==> src/rtl/reshape_sched.sv <==
// reshape_sched -- run sequencer for one matrix-multiply job.
//
// On a host start it latches the matrix dimensions, fires both reshape units,
// waits for both reshapers to report finish, fires the systolic array, waits
// for its finish, then reports done. A zero dimension aborts the run, and so
// does the optional per-phase watchdog.
//
// Optional feature: define RESHAPE_SCHED_TIMEOUT_EN to build the watchdog.
// Without it the wait states wait indefinitely and err_code 2'b10 never occurs.
//
// Ports
//   clk, rst_n          clock, asynchronous active-low reset
//   start               run request, level-sampled in IDLE
//   M, N, P             dimensions (input M x P, weight P x N)
//   reshape_start       one-cycle pulse to both reshape units
//   IM/WM_reshape_finish  reshaper finish levels (sticky-high)
//   compute_start       one-cycle pulse to the systolic array
//   compute_finish      array finish level (sticky-high)
//   M_o, N_o, P_o       dimensions latched for the run
//   busy, done, err     status; done/err stay high until the next accepted start
//   err_code            01 = zero dimension, 10 = timeout
//
// state    | meaning
// IDLE     | waiting for start
// LOAD     | dimensions latched, checked for zero
// RSH_GO   | reshape_start pulse, finish flags cleared
// RSH_WAIT | waiting for a fresh rise on both reshaper finishes
// CMP_GO   | compute_start pulse
// CMP_WAIT | waiting for a fresh rise on compute_finish
// FIN      | done raised, back to IDLE next cycle
// ERR      | err raised, back to IDLE next cycle
module reshape_sched #(
  parameter int TIMEOUT_CYCLES = 65535
) (
  input  logic        clk,
  input  logic        rst_n,
  input  logic        start,
  input  logic [15:0] M,
  input  logic [15:0] N,
  input  logic [15:0] P,
  output logic        reshape_start,
  input  logic        IM_reshape_finish,
  input  logic        WM_reshape_finish,
  output logic        compute_start,
  input  logic        compute_finish,
  output logic [15:0] M_o,
  output logic [15:0] N_o,
  output logic [15:0] P_o,
  output logic        busy,
  output logic        done,
  output logic        err,
  output logic [1:0]  err_code
);

  typedef enum logic [2:0] {
    IDLE, LOAD, RSH_GO, RSH_WAIT, CMP_GO, CMP_WAIT, FIN, ERR
  } state_t;

  state_t state;

  // Finish inputs are levels that stay high across runs, so only a 0->1
  // transition against the previous cycle's copy counts as a new finish.
  logic im_q, wm_q, cf_q;
  logic im_seen, wm_seen;
  logic im_rise, wm_rise, cf_rise;

  assign im_rise = IM_reshape_finish & ~im_q;
  assign wm_rise = WM_reshape_finish & ~wm_q;
  assign cf_rise = compute_finish & ~cf_q;

`ifdef RESHAPE_SCHED_TIMEOUT_EN
  // Counter holds the number of completed cycles in the wait state; the
  // compare against limit-1 trips on the cycle the count reaches the limit.
  localparam logic [31:0] TO_LIMIT = 32'(TIMEOUT_CYCLES - 1);
  logic [31:0] wd_cnt;
`endif

  always_ff @(posedge clk or negedge rst_n) begin
    if (!rst_n) begin
      state         <= IDLE;
      im_q          <= 1'b0;
      wm_q          <= 1'b0;
      cf_q          <= 1'b0;
      im_seen       <= 1'b0;
      wm_seen       <= 1'b0;
      reshape_start <= 1'b0;
      compute_start <= 1'b0;
      M_o           <= '0;
      N_o           <= '0;
      P_o           <= '0;
      busy          <= 1'b0;
      done          <= 1'b0;
      err           <= 1'b0;
      err_code      <= 2'b00;
`ifdef RESHAPE_SCHED_TIMEOUT_EN
      wd_cnt        <= '0;
`endif
    end else begin
      im_q          <= IM_reshape_finish;
      wm_q          <= WM_reshape_finish;
      cf_q          <= compute_finish;
      reshape_start <= 1'b0;
      compute_start <= 1'b0;

      case (state)
        IDLE: begin
          if (start) begin
            state    <= LOAD;
            busy     <= 1'b1;
            M_o      <= M;
            N_o      <= N;
            P_o      <= P;
            done     <= 1'b0;
            err      <= 1'b0;
            err_code <= 2'b00;
          end
        end

        LOAD: begin
          if ((M_o == 16'd0) || (N_o == 16'd0) || (P_o == 16'd0)) begin
            state    <= ERR;
            err      <= 1'b1;
            err_code <= 2'b01;
          end else begin
            state         <= RSH_GO;
            reshape_start <= 1'b1;
          end
        end

        RSH_GO: begin
          state   <= RSH_WAIT;
          im_seen <= 1'b0;
          wm_seen <= 1'b0;
`ifdef RESHAPE_SCHED_TIMEOUT_EN
          wd_cnt  <= '0;
`endif
        end

        RSH_WAIT: begin
          if (im_rise) im_seen <= 1'b1;
          if (wm_rise) wm_seen <= 1'b1;
          if (im_seen && wm_seen) begin
            state         <= CMP_GO;
            compute_start <= 1'b1;
          end
`ifdef RESHAPE_SCHED_TIMEOUT_EN
          else if (wd_cnt == TO_LIMIT) begin
            state    <= ERR;
            err      <= 1'b1;
            err_code <= 2'b10;
          end else begin
            wd_cnt <= wd_cnt + 32'd1;
          end
`endif
        end

        CMP_GO: begin
          state  <= CMP_WAIT;
`ifdef RESHAPE_SCHED_TIMEOUT_EN
          wd_cnt <= '0;
`endif
        end

        CMP_WAIT: begin
          if (cf_rise) begin
            state <= FIN;
            done  <= 1'b1;
          end
`ifdef RESHAPE_SCHED_TIMEOUT_EN
          else if (wd_cnt == TO_LIMIT) begin
            state    <= ERR;
            err      <= 1'b1;
            err_code <= 2'b10;
          end else begin
            wd_cnt <= wd_cnt + 32'd1;
          end
`endif
        end

        FIN, ERR: begin
          state <= IDLE;
          busy  <= 1'b0;
        end

        default: begin
          state <= IDLE;
          busy  <= 1'b0;
        end
      endcase
    end
  end

endmodule

==> config.mk <==
export PLATFORM = sky130hd
export DESIGN_NAME = reshape_sched
export DESIGN_NICKNAME = d
export VERILOG_FILES = /design/src/rtl/reshape_sched.sv
export SDC_FILE = /design/constraint.sdc
export NUM_CORES = 1
export LEC_CHECK = 0
export BUFFER_PORTS_ARGS = -buffer_cell sky130_fd_sc_hd__buf_2
export CORE_MARGIN = 5
export CORE_UTILIZATION = 30
export DETAILED_ROUTE_END_ITERATION = 16
export PLACE_DENSITY = 0.54
export SLEW_MARGIN = 0
export SYNTH_ARGS = -nofsm -noshare
export SYNTH_HDL_FRONTEND = slang
export SYNTH_SLANG_ARGS = --single-unit
==> constraint.sdc <==
create_clock -name clk -period 2.8 [get_ports clk]
set_input_delay 0.84 -clock clk [delete_from_list [all_inputs] [get_ports clk]]
set_output_delay 0.84 -clock clk [all_outputs]
set_load 0.02 [all_outputs]
Word level (Yosys, flattened, before mapping):

Cells that the tools add are included.

* register bits: 63
* word-level logic and storage cells: 76

* equality and inequality tests: 13
* muxes and demuxes: 23
* bitwise logic cells: 6
* reductions and logical operators: 19

Operators with widths (count)
* $logic_not A16 Y1: 3
* $pmux W3 S7: 1
* $eq A3 B3 Y1 const B: 4
* $mux W3: 4
* $ne A2 B2 Y1 const B: 6
* $mux W1: 10
* $pmux W1 S2: 5
* $reduce_and A3 Y1: 3
* $reduce_and A2 Y1: 4
* $reduce_bool A2 Y1: 4
* $eq A3 B2 Y1 const B: 2
* $mux W2: 2
* $pmux W2 S2: 1
* $and A1 B1 Y1: 3
* $eq A3 B1 Y1 const B: 1
* $logic_not A3 Y1: 1
* $not A1 Y1: 3
* $logic_or A1 B1 Y1: 2
* $reduce_or A2 Y1: 1
* $logic_and A1 B1 Y1: 1

Depth between registers and ports, before layout:

* depth in word-level cells: 5
* gate-level depth with buffers: 7
* mapped depth without buffers: 4

Least setup slack after synthesis:

OpenSTA, ideal clock, no wires.

* kind: input port to flip-flop
* from: input port start
* to: register M_o[0]
* setup time: 0.125 ns
* data arrival time: 1.713 ns
* setup slack: 0.962 ns
* stages: 6
* cell sequence: nand2b_4 nand2b_4 nor2_4 buf_6 buf_12 mux2_4

* cells in the longest elaborated chain, start to end: 1

Ends and longest elaborated chain
* start, declared: line 37 `input logic start,`
* $reduce_and A2 Y1 (no source line)
* end signal, assigned: line 88 `M_o <= '0;`
* end signal, assigned: line 110 `M_o <= M;`
* end, declared: line 46 `output logic [15:0] M_o,`

No other way between the ends.
A chain may end at the register's enable or synchronous reset.

Worst setup path after layout:

* from: input port start
* to: register M_o[5]

Same word-level chain as after synthesis.

==> flow_summary_export.csv <==
group,metric,value,unit
routing,dr.pass1.iters,4,
setup_path,crit_path_max_fanout,25,
logic_synthesis,synth_edf_count,0,
setup_path,startpoint_type,"input pin",
pwr,vdd_drop_max,0.000497,V
min_path,hold_class,"reg2reg",
cts,post_cts_buffers,0,
pwr,powerDensity,1230,mW/mm2
pwr,seqPwrFrac,0.392,
routing,route.detailed.drc,0,
finish,fin_cells,392,
logic_synthesis,synth_xor_xnor_area_share,0,
timing,finalClockSkew,0.00657,ns
cts,cts.path.max_buffers,2,
logic_synthesis,yosys_warnings,0,
logic_synthesis,synthArstFlopShare,1.00,
grt,grt_pass1_vias,1883,
routing,totalWireLength,5840,um
routing,dr.first_iter.drc_count,30,
logic_synthesis,synth_top_area_frac,0.595,
placed_design,place.gp.congestion,0.794,
timing,slew_headroom,0.535,
finish,nFillCells,824,
setup_path,crit_path_end_kind,"register",
timing,timing_hold_violations_final,0,
finish,final_util,0.409,
pwr,pwr-share-comb,0.412,
timing,whs,0.519,ns
finish,syn_to_final_growth,31.9,%
routing,vias,1770,
finish,layout-drive-gt1-share,0.613,
timing,fin_setup_tns,0,ns
pwr,p_sw,1.59,mW
logic_synthesis,synthAdderAreaFrac,0,
cts,cts-htree-levels,3,
pwr,internal-power,2.58,mW
logic_synthesis,synth_top_family_by_area,"multiplexers",
logic_synthesis,netlist_area,0.00256,mm2
floorplanning,die_h,102,um
cts,worst_skew_pair.late_latency,0.33,ns
logic_synthesis,synthMuxAreaShare,0.240,
pwr,total_power,4.16,mW
pwr,clkPwrFrac,0.196,
routing,via_per_inst,4.52,
logic_synthesis,synth_compound_area_frac,0.0420,
logic_synthesis,synth-main-ff-cell,"dfrtp_1",
pwr,swShare,0.381,
logic_synthesis,synth_largest_area_cell,"dfrtp_1",
timing,max_freq,0.552,GHz
cts,cts_hold_buf,0,
pwr,power.leakage,1.65,nW
timing,fin_crit_sh,0.647,
timing,setup_viol,0,
logic_synthesis,synth-seq-cells,61,
timing,rsz0062_at_grt,"no",
floorplanning,ios,109,
setup_path,critPathKind,"in2reg",
logic_synthesis,synth_area_leaders,"dfrtp_1, mux2_2, mux2_4",
logic_synthesis,synthSimpleGateAreaFrac,0.0791,
timing,drv_slew,0,
floorplanning,coreArea,0.00826,mm2
placed_design,dp.final_hpwl,4490,um
logic_synthesis,synth_cell_type_count,26,
floorplanning,start_util,0.310,
cts,post_cts_resized,0,
grt,antenna_found_initial,0,
grt,grt_pass1_wl,9080,um
cts,numCtsBuffers,9,
finish,regArea,0.00153,mm2
setup_path,worstPathRequired,3.02,ns
logic_synthesis,ys_seq_area_frac,0.595,
floorplanning,dieArea,0.0105,mm2
finish,nets,336,
finish,multi_input_area,930,um2
logic_synthesis,synthesis.nets,224,
cts,clockRootBuffer,"clkbuf_8",
setup_path,worstPathArrival,2.03,ns
logic_synthesis,postSynthCellCount,170,
cts,cts.clk_slew.worst_paths,0.07,ns
timing,worst_pin_slew,0.697,ns
placed_design,place.port_buffers,107,
status,status,"complete, no violations",
finish,layout_commonest_cell,"buf_2",
timing,period_needed,1.81,ns
logic_synthesis,synth.avg_cell_area,15.1,um2
finish,final_cell_mix,"buf_2, dfrtp_1, mux2_2",
grt,grt_max_degree,33,
routing,route.detailed.wl_per_inst,14.9,um
cts,cts_tree,"built",
floorplanning,die_w,102,um
grt,grt_usage,0.115,
finish,antenna_cells,0,
routing,ant_nets,0,
placed_design,place_inst,376,
grt,grt.overflow.total,0,
setup_path,r2r_slack,1.03,ns
run,drv_cap,0,
cts,cts_sinks,61,
floorplanning,core.rowCount,33,
cells in the mapped netlist, types with 3 or more instances:
master   instances
buf_4            4
mux2_2          28
inv_1            3
dfrtp_1         61
nand4_1          3
nor4_1          12
o21ai_0          3
a21oi_1          9
mux2_4          20
nor3b_1          3
stage by stage:
step                cell area (um2)  setup WS, ns
global route                   3380         0.947
global placement               3170         0.646
detailed placement             3170         0.632
finish                         3380         0.987
floorplan                      2560         0.962
CTS                            3380          1.00
worst max-delay path: stages:
cell	delay (ns)
buf_2	0.11
nand2b_4	0.05
nand2b_4	0.16
nor2_4	0.09
buf_4	0.38
mux2_2	0.38
path summary, 6_finish.rpt:
kind | start | end | cells past startpoint
min in group asynchronous | rst_n | N_o[3] | 1
worst min-delay path | wm_seen | wm_seen | 1
worst min register to register | wm_seen | wm_seen | 1
max in group asynchronous | rst_n | P_o[0] | 2
worst max-delay path | start | M_o[5] | 6
worst max register to register | state[0] | M_o[5] | 5
cells by family after synthesis:
kind of cell / count (synthesis)
compound gates: 18
simple gates: 30
mux: 48
other cells: 1
buf+inv: 12
flops: 61
power groups by stage:
stage	sequential, mW	clock (mW)	combinational, mW
global placement	1.65	0	1.72
global route	1.70	0.880	1.85
floorplan	2.05	0	0.775
detailed placement	1.65	0	1.75
finish	1.63	0.817	1.71
CTS	1.64	0.846	1.75
routing by layer:
layer	wire length, um	global-route usage
met1	2480	0.142
met2	2680	0.174
met3	602	0.0567
met4	77	0.0394
met5	0	0
final cells by class:
cell class	count	area share
multi-input combinational	97	0.275
clock buffer	13	0.0500
sequential	61	0.452
clock inverter	3	0.0126
tap	105	0.0389
inverter	3	0.00333
timing repair buffer	110	0.169
registers in the layout, summed over array words and instances (netlist names):
| register | flops |
|---|---|
| done | 1 |
| state | 3 |
| wm_seen | 1 |
| im_q | 1 |
| compute_start | 1 |
| err_code | 1 |
| N_o | 16 |
| P_o | 16 |
| wm_q | 1 |
| busy | 1 |
| reshape_start | 1 |
| cf_q | 1 |
| M_o | 16 |
| im_seen | 1 |
(Power assumes the default switching activity.)
